[src/rtl/noc_pkg.sv]
// Shared NoC definitions: packet field positions and the NIC register map.
package noc_pkg;

    localparam int PKT_W     = 64;
    localparam int VC_BIT    = 63;
    localparam int NS_BIT    = 62;
    localparam int EW_BIT    = 61;
    localparam int Y_HOP_MSB = 55;
    localparam int X_HOP_MSB = 51;
    localparam int Y_SRC_MSB = 47;
    localparam int X_SRC_MSB = 39;
    localparam int HOP_W     = 4;
    localparam int SRC_W     = 8;

    localparam logic [1:0] ADDR_EJ_DATA  = 2'd0;
    localparam logic [1:0] ADDR_EJ_STAT  = 2'd1;
    localparam logic [1:0] ADDR_INJ_DATA = 2'd2;
    localparam logic [1:0] ADDR_INJ_STAT = 2'd3;

    typedef logic [PKT_W-1:0] pkt_t;

endpackage

[src/rtl/pe_nic_if.sv]
// PE register bus plus both router PE-port channels of the NIC.
// Router channels: a word moves on a posedge where the sender's send and the
// receiver's ready are both high; the sender holds data stable until then.
interface pe_nic_if;
    import noc_pkg::*;

    logic       polarity;
    logic       nic_en;
    logic       nic_we;
    logic [1:0] addr;
    pkt_t       d_in;
    pkt_t       d_out;
    logic       net_so;
    logic       net_ro;
    pkt_t       net_do;
    logic       net_si;
    logic       net_ri;
    pkt_t       net_di;

    modport master (
        output polarity, nic_en, nic_we, addr, d_in, net_ro, net_si, net_di,
        input  d_out, net_so, net_do, net_ri
    );

    modport slave (
        input  polarity, nic_en, nic_we, addr, d_in, net_ro, net_si, net_di,
        output d_out, net_so, net_do, net_ri
    );

endinterface

[src/rtl/nic_fifo.sv]
// Circular-buffer FIFO with head-of-queue output; push is ignored when full
// and pop when empty, so callers may request unconditionally.
module nic_fifo #(
    parameter int DEPTH = 4,
    parameter int PTR_W = $clog2(DEPTH),
    parameter int W     = 64
) (
    input  logic           clk,
    input  logic           rst_n,
    input  logic           push_i,
    input  logic           pop_i,
    input  logic [W-1:0]   din_i,
    output logic [W-1:0]   dout_o,
    output logic           full_o,
    output logic           empty_o,
    output logic [PTR_W:0] count_o
);

    localparam logic [PTR_W:0] FULL_CNT = (PTR_W+1)'(DEPTH);
    localparam logic [PTR_W:0] ONE_CNT  = (PTR_W+1)'(1);
    localparam logic [PTR_W-1:0] ONE_PTR = PTR_W'(1);

    logic [W-1:0]     mem_q [DEPTH];
    logic [PTR_W-1:0] wr_ptr_q, wr_ptr_d;
    logic [PTR_W-1:0] rd_ptr_q, rd_ptr_d;
    logic [PTR_W:0]   count_q, count_d;
    logic             do_push, do_pop;

    assign full_o  = (count_q == FULL_CNT);
    assign empty_o = (count_q == '0);
    assign count_o = count_q;
    assign dout_o  = mem_q[rd_ptr_q];

    assign do_push = push_i & ~full_o;
    assign do_pop  = pop_i & ~empty_o;

    always_comb begin
        wr_ptr_d = wr_ptr_q;
        rd_ptr_d = rd_ptr_q;
        count_d  = count_q;
        if (do_push) wr_ptr_d = wr_ptr_q + ONE_PTR;
        if (do_pop)  rd_ptr_d = rd_ptr_q + ONE_PTR;
        case ({do_push, do_pop})
            2'b10:   count_d = count_q + ONE_CNT;
            2'b01:   count_d = count_q - ONE_CNT;
            default: count_d = count_q;
        endcase
    end

    // Storage needs no reset: every reader gates the head with empty.
    always_ff @(posedge clk) begin
        if (do_push) mem_q[wr_ptr_q] <= din_i;
    end

    always_ff @(posedge clk or negedge rst_n) begin
        if (!rst_n) begin
            wr_ptr_q <= '0;
            rd_ptr_q <= '0;
            count_q  <= '0;
        end else begin
            wr_ptr_q <= wr_ptr_d;
            rd_ptr_q <= rd_ptr_d;
            count_q  <= count_d;
        end
    end

endmodule

[src/rtl/pe_nic.sv]
// PE network interface: injection FIFO toward the router (polarity gated)
// and ejection FIFO from the router, both reached through a 2-bit register map.
module pe_nic
    import noc_pkg::*;
#(
    parameter int DEPTH = 4,
    parameter int PTR_W = $clog2(DEPTH)
) (
    input  logic     clk,
    input  logic     reset,
    pe_nic_if.slave  bus
);

    pkt_t           inj_head, ej_head;
    logic           inj_full, inj_empty, ej_full, ej_empty;
    logic [PTR_W:0] inj_count, ej_count;
    logic           pe_rd, ej_rd, inj_wr, stat_rd;
    logic           drop_q, drop_d;
    pkt_t           rd_data;

    assign pe_rd   = bus.nic_en & ~bus.nic_we;
    assign ej_rd   = pe_rd & (bus.addr == ADDR_EJ_DATA);
    assign stat_rd = pe_rd & (bus.addr == ADDR_INJ_STAT);
    assign inj_wr  = bus.nic_en & bus.nic_we & (bus.addr == ADDR_INJ_DATA);

    // Head-of-line blocking is deliberate: a wrong-VC head waits for the flip.
    assign bus.net_so = ~inj_empty & bus.net_ro & (inj_head[VC_BIT] == bus.polarity);
    assign bus.net_do = inj_empty ? '0 : inj_head;
    assign bus.net_ri = ~ej_full;

    nic_fifo #(.DEPTH(DEPTH), .PTR_W(PTR_W), .W(PKT_W)) u_inj_fifo (
        .clk     (clk),
        .rst_n   (reset),
        .push_i  (inj_wr),
        .pop_i   (bus.net_so),
        .din_i   (bus.d_in),
        .dout_o  (inj_head),
        .full_o  (inj_full),
        .empty_o (inj_empty),
        .count_o (inj_count)
    );

    nic_fifo #(.DEPTH(DEPTH), .PTR_W(PTR_W), .W(PKT_W)) u_ej_fifo (
        .clk     (clk),
        .rst_n   (reset),
        .push_i  (bus.net_si),
        .pop_i   (ej_rd),
        .din_i   (bus.net_di),
        .dout_o  (ej_head),
        .full_o  (ej_full),
        .empty_o (ej_empty),
        .count_o (ej_count)
    );

    // Full is sampled pre-edge, so a write into a full FIFO drops even if
    // the router drains an entry on the same edge.
    always_comb begin
        drop_d = drop_q;
        if (stat_rd)                drop_d = 1'b0;
        else if (inj_wr & inj_full) drop_d = 1'b1;
    end

    always_ff @(posedge clk or negedge reset) begin
        if (!reset) drop_q <= 1'b0;
        else        drop_q <= drop_d;
    end

    always_comb begin
        rd_data = '0;
        if (pe_rd) begin
            case (bus.addr)
                ADDR_EJ_DATA:  rd_data = ej_empty ? '0 : ej_head;
                ADDR_EJ_STAT: begin
                    rd_data[8 +: PTR_W+1] = ej_count;
                    rd_data[0]            = ~ej_empty;
                end
                ADDR_INJ_STAT: begin
                    rd_data[8 +: PTR_W+1] = inj_count;
                    rd_data[1]            = drop_q;
                    rd_data[0]            = inj_full;
                end
                default:       rd_data = '0;
            endcase
        end
    end

    assign bus.d_out = rd_data;

endmodule
[src/flat_wrapper.sv]
// flat-port wrapper written by rule: the top's interface ports become plain ports
module pe_nic_flat import noc_pkg::*;
#(
    parameter int DEPTH = 4,
    parameter int PTR_W = $clog2(DEPTH)
)
  (clk, reset, bus_polarity, bus_nic_en, bus_nic_we, bus_addr, bus_d_in, bus_net_ro, bus_net_si, bus_net_di, bus_d_out, bus_net_so, bus_net_do, bus_net_ri);
  pe_nic_if bus_i ();
  input  logic clk;
  input  logic reset;
  input wire logic [$bits(bus_i.polarity)-1:0] bus_polarity;
  input wire logic [$bits(bus_i.nic_en)-1:0] bus_nic_en;
  input wire logic [$bits(bus_i.nic_we)-1:0] bus_nic_we;
  input wire logic [$bits(bus_i.addr)-1:0] bus_addr;
  input wire logic [$bits(bus_i.d_in)-1:0] bus_d_in;
  input wire logic [$bits(bus_i.net_ro)-1:0] bus_net_ro;
  input wire logic [$bits(bus_i.net_si)-1:0] bus_net_si;
  input wire logic [$bits(bus_i.net_di)-1:0] bus_net_di;
  output wire logic [$bits(bus_i.d_out)-1:0] bus_d_out;
  output wire logic [$bits(bus_i.net_so)-1:0] bus_net_so;
  output wire logic [$bits(bus_i.net_do)-1:0] bus_net_do;
  output wire logic [$bits(bus_i.net_ri)-1:0] bus_net_ri;
  assign bus_i.polarity = bus_polarity;
  assign bus_i.nic_en = bus_nic_en;
  assign bus_i.nic_we = bus_nic_we;
  assign bus_i.addr = bus_addr;
  assign bus_i.d_in = bus_d_in;
  assign bus_i.net_ro = bus_net_ro;
  assign bus_i.net_si = bus_net_si;
  assign bus_i.net_di = bus_net_di;
  assign bus_d_out = bus_i.d_out;
  assign bus_net_so = bus_i.net_so;
  assign bus_net_do = bus_i.net_do;
  assign bus_net_ri = bus_i.net_ri;
  pe_nic #(.DEPTH(DEPTH), .PTR_W(PTR_W)) u_core (.clk(clk), .reset(reset), .bus(bus_i));
endmodule
[config.mk]
export PLATFORM = sky130hd
export DESIGN_NAME = pe_nic_flat
export DESIGN_NICKNAME = d
export VERILOG_FILES = /design/src/rtl/noc_pkg.sv /design/src/rtl/pe_nic_if.sv /design/src/rtl/nic_fifo.sv /design/src/rtl/pe_nic.sv /design/src/flat_wrapper.sv
export SDC_FILE = /design/constraint.sdc
export NUM_CORES = 1
export LEC_CHECK = 0
export BUFFER_PORTS_ARGS = -buffer_cell sky130_fd_sc_hd__buf_4
export CORE_UTILIZATION = 40
export CTS_CLUSTER_SIZE = 24
export DETAILED_ROUTE_END_ITERATION = 6
export PLACE_DENSITY_LB_ADDON = 0.08
export SYNTH_ARGS = -nofsm -noshare
export SYNTH_HDL_FRONTEND = slang
export SYNTH_SLANG_ARGS = --single-unit
[constraint.sdc]
create_clock -name clk -period 7 [get_ports clk]
set_input_delay 0.35 -clock clk [delete_from_list [all_inputs] [get_ports clk]]
set_output_delay 0.35 -clock clk [all_outputs]
set_load 0.005 [all_outputs]
==> impl_metrics.toml <==
[run_status]
status = "complete, no violations"

[floorplanning]
rows = 82
initial_core_util_pct = 40.57
design.core.area_um2 = 50170
dieArea_um2 = 51790
die_y_um = 227.6
ios = 267
die_w_um = 227.6

[critical_path]
r2r-start = "u_core.u_inj_fifo.rd_ptr_q[0]"
crit_required_ps = 6650
crit_start = "u_core.u_ej_fifo.rd_ptr_q[0]"
cp_max_fo = 44
critical_path_arrival_ps = 3300
cp-start-kind = "register"
critPathKind = "reg2out"
end_kind = "output pin"

[synthesis]
synth_most_common_cell = "edfxtp_1"
synth_top_family_by_area = "multiplexers"
ys_top_cells_by_count = "edfxtp_1, and2_1, mux4_2"
synth_top_cell_by_area = "edfxtp_1"
synth_xor_area_share_pct = 0.6024
syn_area_per_cell_um2 = 22.15
synthArstFlopShare_pct = 2.846
ys_seq_area_share_pct = 77.37
synthSimpleGateAreaFrac_pct = 4.616
synth_area_um2 = 20360
synth_cell_types = 36
synth_edf_count = 512
yosys-top-cells-area = "edfxtp_1, mux4_2, and2_1"
synth_seq_cells = 527
synth_ff_type = "edfxtp_1"
synth_compound_area_share_pct = 0.4794
yosysWarnings = 0
synth.area.mux_share_pct = 14.36
syn-num-nets = 1073
syn_inst = 919
synthAdderAreaFrac_pct = 1.119
yosys.area.top_type_share_pct = 75.53

[layout]
fillCellCount = 4038
drive_above_1_share_pct = 36.50
finalNonFillerCells = 2062
final_area_um2 = 26220
area_delta_synth_final_pct = 28.80
fin_nets = 1496

[route]
ant_nets = 0
first_iter_violations = 514
drtPass1Iterations = 4
wl_um = 42400
drcViolationCount = 0
routedWlPerCell_um = 20.56
viasPerCell = 4.870
vias = 10042

[timing]
setup_tns_ps = 0
worstMarginPinSlew_ps = 1053
whs_ps = 74.61
min_period_ps = 3650
clock_skew_ps = 19.76
rsz0062_at_grt = "no"
maxSlewHeadroom_pct = 29.78
post-route-period-util_pct = 52.14
maxSlewViolCount = 0
hold_violations = 0
fmax_ghz = 0.2740
finalSetupViolations = 0

[clock_tree]
cts_hold_buffers = 130
post_cts_buffers = 0
root_buffer = "clkbuf_16"
cts_tree = "yes"
clk_path_buf_depth = 3
cts_made_buffers = 56
postCtsResizedCells = 0
clock_latency_ps = 600
cts_sinks = 527
cts.clk_slew.worst_paths_ps = 60
htreeDepth = 2

[pwr]
power_density_nw_per_um2 = 359.3
finalPower_w = 0.009420
ir_drop_v = 0.0002413
p_leak_nw = 9.145

[placement]
dpl.cell_count = 1826
hpwl_um = 23750
dpl_cell_area_um2 = 23080
port_buffers = 266
gp_congestion = 0.6941

[global_routing]
grt_max_degree = 67
grt_pass1_wl_um = 63290
grt_pass1_vias = 10788
antenna_found_initial = 2
grt.overflow.total = 0
grt.total_usage_pct = 16.53

[worst_hold_path]
hp-class = "in2reg"
hp-start = "bus_nic_en"

[run]
drv_cap = 0
-- flip-flops by register name, indices dropped and copies added (netlist names) --
signal	count
u_core.u_ej_fifo.rd_ptr_q	2
u_core.u_ej_fifo.mem_q	256
u_core.u_inj_fifo.mem_q	256
u_core.u_inj_fifo.wr_ptr_q	2
u_core.u_ej_fifo.count_o	3
u_core.drop_q	1
u_core.u_inj_fifo.rd_ptr_q	2
u_core.u_ej_fifo.wr_ptr_q	2
u_core.u_inj_fifo.count_o	3
-- per-layer routing --
layer	vias to the layer above	part of all wire, %	global-route usage (%)
met4	2	1.7	4.698
met3	58	7.1	5.085
met2	215	50	27.97
met5	-	0.031	0
li1	4566	-	-
met1	5201	41	20.44
-- critical path, cell delays in order, from the launching register on --
cell and delay (ps):
dfrtp_4 740, buf_4 800, mux4_2 600, a222oi_1 280, nor2_1 70, buf_4 160
-- per-stage QoR --
step / util [%] / worst slack [ps]
global route: 52.26 / 3010
CTS: 52.25 / 3167
detailed placement: 46.01 / 3841
finish: 52.26 / 3350
global placement: 46.01 / 3856
floorplan: - / 4076
-- cell type report --
type                    count  area [um^2]  area share (%)
clock inverters            38        367.9           1.403
diodes                      1        2.502        0.009545
repair buffers            409         3396           12.95
flip-flops and latches    527        15760           60.11
clock buffers              67         1464           5.584
multi-input cells         334         4334           16.53
inverters                  14        52.55          0.2004
well taps                 672        840.8           3.207
-- cells in the final DEF (no fill, tap or decap), types with 2 or more instances in the layout --
cell	n
nor2_1	9
dfrtp_2	2
mux2i_1	4
dfrtp_4	2
inv_1	14
and2_4	4
and3_2	4
bufinv_16	7
clkinvlp_4	3
inv_6	3
clkbuf_16	57
fa_1	2
clkinv_1	13
dfrtp_1	11
clkinv_2	12
a21oi_1	2
dlygate4sd3_1	130
ha_1	15
nand3_1	2
o21ai_0	2
clkbuf_1	10
nor3b_1	2
edfxtp_1	512
nand2_1	5
xor2_1	6
buf_4	279
mux4_2	126
and2_1	123
mux2_2	4
a222oi_1	3
xnor2_1	8
-- power breakdown --
part           total, W  switching (W)  leakage (nW)  internal, W
Clock           0.00293        0.00119         0.895      0.00175
Combinational   0.00239        0.00107          3.43      0.00132
Sequential      0.00410       0.000208          4.83      0.00389
Total           0.00942        0.00246          9.15      0.00696
-- final timing paths --
path,end,slack (ps),cells after the start
max reg2reg,u_core.u_inj_fifo.count_o[2],4180,9
min in group asynchronous,u_core.u_inj_fifo.count_o[2],200,2
min,u_core.drop_q,70,3
max,bus_d_out[10],3350,5
min reg2reg,u_core.u_inj_fifo.count_o[2],530,1
max in group asynchronous,u_core.u_inj_fifo.rd_ptr_q[0],6560,2
-- cells by family after synthesis --
group           count (synthesis)
compound gates                 13
xor+xnor                       14
flops                         527
mux                           134
simple gates                  156
fa+ha+maj                      17
buf+inv                        58
Note: power is estimated with default switching activity, not from simulation.
